`src/rtl/multicycle_ctrl_if.sv`:
```
// multicycle_ctrl_if: controller <-> datapath/memory bundle; master = controller, slave = datapath side.
interface multicycle_ctrl_if #(parameter int OPC_W = 4);
  logic [OPC_W-1:0] opcode;
  logic zero_flag, mem_ready;
  logic im_req, dm_req, dm_we, ir_we, mdr_we, pc_we, rf_we, rf_wsel, alu_src_b;
  logic halted, trap, timeout;
  logic [1:0] pc_src, alu_op;
  logic [3:0] state_o;
  modport master (
    input  opcode, zero_flag, mem_ready,
    output im_req, dm_req, dm_we, ir_we, mdr_we, pc_we, pc_src, rf_we, rf_wsel,
           alu_src_b, alu_op, halted, trap, timeout, state_o
  );
  modport slave (
    output opcode, zero_flag, mem_ready,
    input  im_req, dm_req, dm_we, ir_we, mdr_we, pc_we, pc_src, rf_we, rf_wsel,
           alu_src_b, alu_op, halted, trap, timeout, state_o
  );
endinterface

```
`src/rtl/multicycle_ctrl.sv`:
```
// multicycle_ctrl: fetch/decode/execute/memory/writeback sequencer with memory wait timeout, HALT and TRAP.
// Optional retired-instruction counter enabled by defining INSTR_CNT_EN.
module multicycle_ctrl #(
  parameter int OPC_W        = 4,
  parameter int MEM_WAIT_MAX = 15,
  parameter int CNT_W        = 16
) (
  input logic clk,
  input logic rst_n,
  multicycle_ctrl_if.master bus
`ifdef INSTR_CNT_EN
  , output logic [CNT_W-1:0] instr_count_o
`endif
);
  typedef enum logic [3:0] {
    IDLE = 4'd0, FETCH = 4'd1, DECODE = 4'd2, EXEC_R = 4'd3, EXEC_I = 4'd4,
    ADDR = 4'd5, MEM_RD = 4'd6, MEM_WR = 4'd7, WB_ALU = 4'd8, WB_MEM = 4'd9,
    BRANCH = 4'd10, JUMP = 4'd11, HALT = 4'd12, TRAP = 4'd13
  } state_t;
  localparam int CW = (MEM_WAIT_MAX > 1) ? $clog2(MEM_WAIT_MAX + 1) : 1;
  // last waiting cycle allowed: counter already holds MEM_WAIT_MAX-1 earlier waits
  localparam logic [CW-1:0] LAST = CW'(MEM_WAIT_MAX - 1);
  state_t state_q, state_d;
  logic [CW-1:0] cnt_q, cnt_d;
  logic to_q, to_d;
  logic rdy;
  logic [3:0] op4;
  assign rdy = bus.mem_ready;
  assign op4 = bus.opcode[3:0];
  always_comb begin
    state_d = state_q;
    cnt_d = '0;
    to_d = to_q;
    case (state_q)
      IDLE: state_d = FETCH;
      FETCH, MEM_RD, MEM_WR:
        if (rdy) state_d = state_q == FETCH ? DECODE : state_q == MEM_RD ? WB_MEM : FETCH;
        else if (cnt_q == LAST) begin
          state_d = TRAP;
          to_d = 1'b1;
        end else cnt_d = cnt_q + 1'b1;
      DECODE: state_d = (bus.opcode >> 4) != '0 ? TRAP :
                        op4 == 4'd0 ? EXEC_R : op4 == 4'd1 ? EXEC_I :
                        op4[3:1] == 3'd1 ? ADDR : op4 == 4'd4 ? BRANCH :
                        op4 == 4'd5 ? JUMP : op4 == 4'hF ? HALT : TRAP;
      EXEC_R, EXEC_I: state_d = WB_ALU;
      ADDR: state_d = op4[0] ? MEM_WR : MEM_RD;
      WB_ALU, WB_MEM, BRANCH, JUMP: state_d = FETCH;
      HALT, TRAP: state_d = state_q;
      default: state_d = TRAP;
    endcase
  end
  always_ff @(posedge clk or negedge rst_n)
    if (!rst_n) begin
      state_q <= IDLE;
      cnt_q <= '0;
      to_q <= 1'b0;
    end else begin
      state_q <= state_d;
      cnt_q <= cnt_d;
      to_q <= to_d;
    end
  assign bus.im_req    = state_q == FETCH;
  assign bus.ir_we     = state_q == FETCH && rdy;
  assign bus.pc_we     = (state_q == FETCH && rdy) || state_q == JUMP || (state_q == BRANCH && bus.zero_flag);
  assign bus.pc_src    = state_q == JUMP ? 2'd2 : (state_q == BRANCH && bus.zero_flag) ? 2'd1 : 2'd0;
  assign bus.dm_req    = state_q == MEM_RD || state_q == MEM_WR;
  assign bus.dm_we     = state_q == MEM_WR;
  assign bus.mdr_we    = state_q == MEM_RD && rdy;
  assign bus.rf_we     = state_q == WB_ALU || state_q == WB_MEM;
  assign bus.rf_wsel   = state_q == WB_MEM;
  assign bus.alu_src_b = state_q == EXEC_I || state_q == ADDR;
  assign bus.alu_op    = (state_q == EXEC_I || state_q == ADDR) ? 2'd1 : state_q == BRANCH ? 2'd2 : 2'd0;
  assign bus.halted    = state_q == HALT;
  assign bus.trap      = state_q == TRAP;
  assign bus.timeout   = to_q;
  assign bus.state_o   = state_q;
`ifdef INSTR_CNT_EN
  logic [CNT_W-1:0] ic_q, ic_d;
  // retire on the return to FETCH from any instruction-final state
  assign ic_d = (state_d == FETCH && (state_q == WB_ALU || state_q == WB_MEM || state_q == MEM_WR ||
                 state_q == BRANCH || state_q == JUMP)) ? ic_q + 1'b1 : ic_q;
  always_ff @(posedge clk or negedge rst_n)
    if (!rst_n) ic_q <= '0;
    else ic_q <= ic_d;
  assign instr_count_o = ic_q;
`endif
endmodule

```
`src/flat_wrapper.sv`:
```
// flat-port wrapper written by rule: the top's interface ports become plain ports
module multicycle_ctrl_flat 
#(
  parameter int OPC_W        = 4,
  parameter int MEM_WAIT_MAX = 15,
  parameter int CNT_W        = 16
)
  (clk, rst_n, bus_opcode, bus_zero_flag, bus_mem_ready, bus_im_req, bus_dm_req, bus_dm_we, bus_ir_we, bus_mdr_we, bus_pc_we, bus_pc_src, bus_rf_we, bus_rf_wsel, bus_alu_src_b, bus_alu_op, bus_halted, bus_trap, bus_timeout, bus_state_o);
  multicycle_ctrl_if #(.OPC_W(OPC_W)) bus_i ();
  input logic clk;
  input logic rst_n;
  input wire logic [$bits(bus_i.opcode)-1:0] bus_opcode;
  input wire logic [$bits(bus_i.zero_flag)-1:0] bus_zero_flag;
  input wire logic [$bits(bus_i.mem_ready)-1:0] bus_mem_ready;
  output wire logic [$bits(bus_i.im_req)-1:0] bus_im_req;
  output wire logic [$bits(bus_i.dm_req)-1:0] bus_dm_req;
  output wire logic [$bits(bus_i.dm_we)-1:0] bus_dm_we;
  output wire logic [$bits(bus_i.ir_we)-1:0] bus_ir_we;
  output wire logic [$bits(bus_i.mdr_we)-1:0] bus_mdr_we;
  output wire logic [$bits(bus_i.pc_we)-1:0] bus_pc_we;
  output wire logic [$bits(bus_i.pc_src)-1:0] bus_pc_src;
  output wire logic [$bits(bus_i.rf_we)-1:0] bus_rf_we;
  output wire logic [$bits(bus_i.rf_wsel)-1:0] bus_rf_wsel;
  output wire logic [$bits(bus_i.alu_src_b)-1:0] bus_alu_src_b;
  output wire logic [$bits(bus_i.alu_op)-1:0] bus_alu_op;
  output wire logic [$bits(bus_i.halted)-1:0] bus_halted;
  output wire logic [$bits(bus_i.trap)-1:0] bus_trap;
  output wire logic [$bits(bus_i.timeout)-1:0] bus_timeout;
  output wire logic [$bits(bus_i.state_o)-1:0] bus_state_o;
  assign bus_i.opcode = bus_opcode;
  assign bus_i.zero_flag = bus_zero_flag;
  assign bus_i.mem_ready = bus_mem_ready;
  assign bus_im_req = bus_i.im_req;
  assign bus_dm_req = bus_i.dm_req;
  assign bus_dm_we = bus_i.dm_we;
  assign bus_ir_we = bus_i.ir_we;
  assign bus_mdr_we = bus_i.mdr_we;
  assign bus_pc_we = bus_i.pc_we;
  assign bus_pc_src = bus_i.pc_src;
  assign bus_rf_we = bus_i.rf_we;
  assign bus_rf_wsel = bus_i.rf_wsel;
  assign bus_alu_src_b = bus_i.alu_src_b;
  assign bus_alu_op = bus_i.alu_op;
  assign bus_halted = bus_i.halted;
  assign bus_trap = bus_i.trap;
  assign bus_timeout = bus_i.timeout;
  assign bus_state_o = bus_i.state_o;
  multicycle_ctrl #(.OPC_W(OPC_W), .MEM_WAIT_MAX(MEM_WAIT_MAX), .CNT_W(CNT_W)) u_core (.clk(clk), .rst_n(rst_n), .bus(bus_i));
endmodule
```
`config.mk`:
```
export PLATFORM = sky130hd
export DESIGN_NAME = multicycle_ctrl_flat
export DESIGN_NICKNAME = d
export VERILOG_FILES = /design/src/rtl/multicycle_ctrl_if.sv /design/src/rtl/multicycle_ctrl.sv /design/src/flat_wrapper.sv
export SDC_FILE = /design/constraint.sdc
export NUM_CORES = 1
export LEC_CHECK = 0
export CORE_UTILIZATION = 35
export DETAILED_ROUTE_END_ITERATION = 16
export GPL_TIMING_DRIVEN = 1
export PLACE_DENSITY_LB_ADDON = 0.25
export SETUP_SLACK_MARGIN = 0.05
export SYNTH_ARGS = -nofsm -noshare
export SYNTH_HDL_FRONTEND = slang
export SYNTH_SLANG_ARGS = --single-unit
```
`constraint.sdc`:
```
create_clock -name clk -period 1.7 [get_ports clk]
set_input_delay 0.34 -clock clk [delete_from_list [all_inputs] [get_ports clk]]
set_output_delay 0.34 -clock clk [all_outputs]
set_load 0.05 [all_outputs]
```
## Yosys cells after proc, flatten, opt, wreduce, memory -nomap -nowiden

Index checks and enable logic that the tools add are counted.

- Add/subtract/negate cells: 1
- Eq/ne operators: 20
- Multiplexer cells: 19
- Bitwise logic cells: 2
- Reduce and logical (&&, ||, !) cells: 16

Operators with widths:

| cell | count |
|---|---|
| two-way mux 4 bit | 12 |
| == test 4 bit, second input constant | 8 |
| == test 4 x 3 -> 1 bit, second input constant | 6 |
| one-hot mux 4 bit (6 select lines) | 1 |
| == test 4 x 1 -> 1 bit, second input constant | 2 |
| == test 4 x 2 -> 1 bit, second input constant | 2 |
| logical NOT 4 bit | 2 |
| two-way mux 2 bit | 3 |
| logical OR 1 bit | 5 |
| OR reduction 5 bit | 1 |
| adder 4 x 1 -> 4 bit, second input constant | 1 |
| OR reduction 2 bit | 2 |
| == test 3 x 1 -> 1 bit, second input constant | 1 |
| logical AND 1 bit | 3 |
| two-way mux 1 bit | 3 |
| != test 3 x 2 -> 1 bit, second input constant | 1 |
| AND reduction 3 bit | 1 |
| OR reduction 3 bit | 1 |
| inverter 1 bit | 2 |
| AND reduction 2 bit | 1 |

- Register bits after elaboration: 9
- Output and inout bits: 20
- Logic and storage cells: 61

## Depth between registers and ports, before layout

Gate-level depths: netlist of the first run.

- Depth after elaboration: 8
- Mapped depth: 6
- Mapped depth without buffers: 6

## Worst setup path before layout of the first run

No wires, ideal clock.

- Path type: reg-to-output
- Start point: reg u_core.state_q[3] (netlist: u_core.bus.state_o[3])
- End point: out bus_mdr_we
- Arrival: 2.689 ns
- Slack: -1.329 ns
- Stages on the path, launching flop included: 5
- Buffers on the path: 1
- Cells stage by stage: dfrtp_1 clkbuf_1 nor2b_1 and2_1 nor3b_1

- Cells in the longest elaborated chain, start to end: 2

RTL lines:

| item | RTL line | source |
|---|---|---|
| from (decl) | multicycle_ctrl.sv:23 | `state_t state_q, state_d;` |
| from (signal assigned) | multicycle_ctrl.sv:59 | `state_q <= state_d;` |
| == test 4 x 3 -> 1 bit | multicycle_ctrl.sv:69 | `assign bus.mdr_we = state_q == MEM_RD && rdy;` |
| logical AND 1 bit | multicycle_ctrl.sv:69 |  |
| to (decl) | flat_wrapper.sv:19 | `output wire logic [$bits(bus_i.mdr_we)-1:0] bus_mdr_we;` |

Every way passes these cells.

## Worst setup path after layout of the first run

- Start point: reg u_core.state_q[3] (netlist: u_core.bus.state_o[3])
- End point: out bus_pc_we

- Cells in the longest elaborated chain, start to end: 4

RTL lines:

| item | RTL line | source |
|---|---|---|
| == test 4 x 1 -> 1 bit | multicycle_ctrl.sv:65 | `assign bus.pc_we = (state_q == FETCH && rdy) \|\| state_q == JUMP \|\| (state_q == BRANCH && bus.zero_flag);` |
| logical AND 1 bit | multicycle_ctrl.sv:65 |  |
| logical OR 1 bit | multicycle_ctrl.sv:65 |  |
| logical OR 1 bit * | multicycle_ctrl.sv:65 |  |
| to (decl) | flat_wrapper.sv:20 | `output wire logic [$bits(bus_i.pc_we)-1:0] bus_pc_we;` |

Mark *: on every way between the ends. The rest lies on a longest branch, timed or not.

==> impl_metrics.ini, run 1 <==
[timing]
period_share_pct = 105.6
fmax_ghz = 0.5569
tightest_slew_ns = 0.4446
finalClockSkew_ns = 0.01047
period_needed_ns = 1.796
setup_viol = 8
worst_slack_ns = -0.09572
hold_ws_ns = 0.3633
slew_headroom_pct = 70.27
rsz0062_at_grt = yes
final-hold-violation-count = 0
maxSlewViolCount = 0

[synthesis]
synth_warnings = 0
synth_seq_cells = 9
avgSynthCellArea_um2 = 7.779
ys_types = 34
synth_top_cell_area_share_pct = 34.88
ys_async_sr_fraction_pct = 100.0
synth_xor_area_share_pct = 2.713
muxShareOfSynthArea_pct = 0
synthFlopType = dfrtp_1
synth_area_leaders = dfrtp_1 35%, nor2_1 8.1%, ha_1 3.9%, nor3_1 3.9%, nand3_1 3.1%
syn_area_um2 = 645.6
synth_compound_area_share_pct = 17.25
synth_top_family_by_area = simple AND/OR/NAND/NOR gates
synthSimpleGateAreaFrac_pct = 34.30
synth-adder-area-share_pct = 3.876
synth_top_area_cell = dfrtp_1
synthesis.instances = 83
yosysSeqAreaShare_pct = 34.88
synth_fp_nets = 93
synth_edf_count = 0

[power]
leakagePower_nw = 0.6962
total_power_mw = 3.206
ir_drop_mv = 1.375
switchingPower_mw = 1.535
clockPowerShare_pct = 5.8
p_comb_share_pct = 81.8
seqPwrFrac_pct = 12.4
switching_share_pct = 47.86
power_density_nw_per_um2 = 2029
p_int_mw = 1.672

[clocking]
htreeDepth = 1
cts_made_buffers = 3
cts_max_path_buffers = 2
insertion_delay_ns = 0.28
cts.clk_slew.worst_paths_ns = 0.08
cts_root_buffer = clkbuf_4
cts.sinks = 9
cts_tree = built

[grt]
overflow = 0
grt_max_degree = 10
grt.total_usage_pct = 26.53
grt_pass1_vias = 811
antenna_found_initial = 0
grt_pass1_wl_mm = 3.829

[floorplanning]
core_area_um2 = 1727
fp.dieH_um = 44.95
rows = 15
io_pins = 28
die_w_um = 44.95
start_util_pct = 37.39
dieArea_um2 = 2021

[cells_and_area]
final_cell_mix = 22 x buf_4, 20 x buf_12, 9 x nor2_1
layout.nets = 148
layout.cells.non_filler = 162
fin_util_pct = 91.52
fill_cells = 76
num_antenna_cells = 0
drive_gt1_share_pct = 60.58
final_common_cell = buf_4
syn_to_final_growth_pct = 144.8

[route]
dr.pass1.iters = 4
drt-total-wl_mm = 2.781
vias = 867
viasPerCell = 5.352
initialDrtViolationCount = 25
ant_nets = 0
drc_errors = 0
route.detailed.wl_per_inst_um = 17.17

[worst_hold_path]
hp-class = input pin to async pin

[critical_path]
cp.arrival_ns = 1.46
critical_path_required_ns = 1.36
critPathCaptureType = primary output
worstSetupPathType = register to primary output
crit_path_start_kind = register
path_max_fanout = 4

[placed_design]
place_congestion = 0.8879
hpwl_mm = 1.465
dpl.cell_count = 138
port_buffers = 27

[job]
cap_violations = 0

[status]
violations = setup timing
status = finished with violations
[per-layer routing]
metal / track usage (%) / routed length (um)
met1: 34.25 / 1142
met2: 43.77 / 1409
met3: 8.400 / 193
met4: 4.848 / 36
met5: 0 / 0
[cells in the mapped netlist (2+ instances only)]
cell type / count
nor3b_1: 2
buf_2: 3
nor3_1: 5
ha_1: 2
nor2b_1: 2
nand3_1: 4
a31oi_1: 3
dfrtp_1: 9
nand2_1: 3
and3_1: 3
nand2b_1: 2
nor2_1: 14
a21oi_1: 2
inv_1: 4
o21ai_0: 4
and2_1: 3
[kinds of logic after synthesis]
| kind of cell | count (synthesis) |
|---|---|
| DFF | 9 |
| adders and majority gates | 2 |
| AOI/OAI and AO/OA | 17 |
| and+or+nand+nor | 43 |
| xor gates and xnor gates | 2 |
| buffers and inverters | 10 |
[power groups by stage]
stage	Clock (mW)	Combinational [mW]	Sequential, mW
floorplan	0	1.11	0.502
global placement	0	1.92	0.470
global route	0.198	2.72	0.403
finish	0.186	2.62	0.399
CTS	0.171	2.41	0.382
detailed placement	0	1.95	0.473
[critical path, cell delays in order (launching register included)]
cell	delay [ns]
dfrtp_2	0.46
buf_4	0.17
inv_1	0.10
nand3_2	0.12
a21oi_4	0.17
buf_12	0.15
[final timing paths]
check	from	slack, ns	to	cells after the start
setup / recovery	u_core.bus.state_o[3]	-0.1	bus_pc_we	5
hold / removal	rst_n	0.36	u_core.cnt_q[2]	1
setup reg to reg	u_core.bus.state_o[1]	-0.09	u_core.bus.state_o[0]	5
hold reg to reg	u_core.bus.timeout	0.47	u_core.bus.timeout	1
max in group asynchronous	rst_n	0.99	u_core.bus.state_o[0]	1
min in group clk	u_core.bus.timeout	0.47	u_core.bus.timeout	1
[stage by stage]
| stage | setup TNS, ns | setup slack, ns | instance area, um^2 |
|---|---|---|---|
| 2_1_floorplan | -0.9337 | -0.2402 | 804.5 |
| 3_3_place_gp | -0.2210 | -0.08704 | 1305 |
| 3_5_place_dp | -0.4549 | -0.1377 | 1305 |
| 4_1_cts | -0.09760 | -0.02945 | 1514 |
| 5_1_grt | -0.8967 | -0.1225 | 1580 |
| 6_report | -0.4079 | -0.09572 | 1580 |
[state kept, by name (all words and copies together), names as in the netlist]
| signal | flops |
|---|---|
| u_core.cnt_q | 4 |
| u_core.bus.state_o | 4 |
| u_core.bus.timeout | 1 |
[layout make-up]
class                           count  area (um^2)  share of cell area, %
Timing Repair Buffer               55        723.2                  45.76
Tap cell                           25        31.28                  1.979
Clock buffer                        4        26.28                  1.663
Inverter                            5        21.27                  1.346
Multi-Input combinational cell     64        548.0                  34.68
Sequential cell                     9        230.2                  14.57
[repair_timing]
action                                  CTS  global route
endpoints found under the setup margin   14            16
pin swaps                                 7             7
hold buffers                              0             0
setup buffers                            15             5
gates cloned                              1             0
gates resized for setup                  10            10
Power figures use the tool's default switching activity.
==> inputs of run 2 (changes only) <==
Settings changed: MAX_ROUTING_LAYER from default to met4, SKIP_LAST_GASP from default to 1.
==> impl_metrics.ini, run 2 (synthesis gave the netlist of run 1 again) <==
[route]
ant_nets = 0
wl_met2_mm = 1.412
dr.pass1.iters = 5
route.detailed.wl_per_inst_um = 18.15
viasPerCell = 5.636
drt-total-wl_mm = 2.941
detailroute.wirelength.met3_um = 235
drc_errors = 0
wl_met1_mm = 1.175
vias = 913
top_layer = met4
initialDrtViolationCount = 52

[floorplanning]
start_util_pct = 37.39
die_w_um = 44.95
fp.dieH_um = 44.95
io_pins = 28
core_area_um2 = 1727
dieArea_um2 = 2021
rows = 15

[cells_and_area]
final_common_cell = buf_4
fin_util_pct = 90.65
drive_gt1_share_pct = 59.85
layout.nets = 148
num_antenna_cells = 0
layout.cells.non_filler = 162
syn_to_final_growth_pct = 142.4
final_cell_mix = 23 x buf_4, 20 x buf_12, 9 x nor2_1

[power]
p_int_mw = 1.661
switching_share_pct = 47.88
clockPowerShare_pct = 5.9
leakagePower_nw = 0.6884
seqPwrFrac_pct = 12.3
switchingPower_mw = 1.526
p_comb_share_pct = 81.8
ir_drop_mv = 1.457
power_density_nw_per_um2 = 2036

[status]
status = finished with violations
violations = setup timing

[timing]
maxSlewViolCount = 0
rsz0062_at_grt = yes
period_share_pct = 107.9
timing.setup.tns_ns = -0.5607
fmax_ghz = 0.5450
slew_headroom_pct = 69.90
hold_ws_ns = 0.3455
final-hold-violation-count = 0
period_needed_ns = 1.835
tightest_slew_ns = 0.4505
setup_viol = 8
worst_slack_ns = -0.1350
finalClockSkew_ns = 0.01421

[critical_path]
path_max_fanout = 4
crit_path_start_kind = register
worst_path_max_delay_cell = or4_4
crit_buf_inv = 1
critPathCaptureType = register
crit_family = simple AND/OR/NAND/NOR gates
cp.arrival_ns = 1.99
reg2reg_from = u_core.bus.state_o[1]
critical_path_required_ns = 1.85
crit_path_cell_trace = bufbuf_16, and2_4, or4_4, a31oi_1, nor3_1
worstSetupPathType = register to register
crit_path_start = u_core.bus.state_o[1]
max_stage_delay_ns = 0.50

[grt]
grt.total_usage_pct = 27.33
grt_pass1_vias = 805
overflow = 0
antenna_found_initial = 0
grt_max_degree = 10
grt_pass1_wl_mm = 3.829

[clocking]
cts.hold.buffers_added = 0
htreeDepth = 1
insertion_delay_ns = 0.29
cts_made_buffers = 3
cts_root_buffer = clkbuf_4
cts.clk_slew.worst_paths_ns = 0.08
cts_tree = built
cts_max_path_buffers = 2
cts.sinks = 9

[placed_design]
dpl.cell_count = 138
port_buffers = 27
pre_cts_ws_ns = -0.1377
place_congestion = 0.9028
hpwl_mm = 1.465

[job]
cap_violations = 0

[worst_hold_path]
hp-class = input pin to async pin
run 2: worst paths after layout:
| kind | to | slack (ns) | depth (start not counted) |
|---|---|---|---|
| min | u_core.cnt_q[2] | 0.35 | 1 |
| min reg2reg | u_core.bus.timeout | 0.47 | 1 |
| min in group clk | u_core.bus.timeout | 0.47 | 1 |
| max in group asynchronous | u_core.bus.state_o[0] | 1.02 | 1 |
| max | u_core.bus.state_o[0] | -0.14 | 5 |
| max reg2reg | u_core.bus.state_o[0] | -0.14 | 5 |
run 2: cell type report:
cell class / count / area, um^2
Clock buffer: 4 / 26.28
Timing Repair Buffer: 55 / 719.4
Fill cell: 77 / 161.4
Multi-Input combinational cell: 64 / 536.8
Inverter: 5 / 21.27
Tap cell: 25 / 31.28
Sequential cell: 9 / 230.2
run 2: repair_timing:
item | in CTS | in global routing
cloned | 1 | 0
pin swaps | 7 | 7
endpoints found under the hold margin | 0 | 0
endpoints found under the setup margin | 14 | 16
resized for setup | 10 | 7
buffers inserted | 15 | 5
run 2: power by group through the flow:
stage	clock [mW]	combinational [mW]	sequential [mW]
final	0.189	2.61	0.391
after global routing	0.196	2.70	0.402
after CTS	0.171	2.41	0.382
after detailed placement	0	1.95	0.473
after global placement	0	1.92	0.470
after floorplan	0	1.11	0.502
run 2: metrics by stage:
stage | area [um^2] | power (mW)
6_report | 1565 | 3.188
2_1_floorplan | 804.5 | 1.616
3_5_place_dp | 1305 | 2.420
5_1_grt | 1565 | 3.295
3_3_place_gp | 1305 | 2.386
4_1_cts | 1514 | 2.960
run 2: layer usage:
metal  track usage, %  up-vias
li1                 -      398
met2            43.77       66
met3            8.400       17
met1            34.25      432
met5                -        -
met4            4.848        0
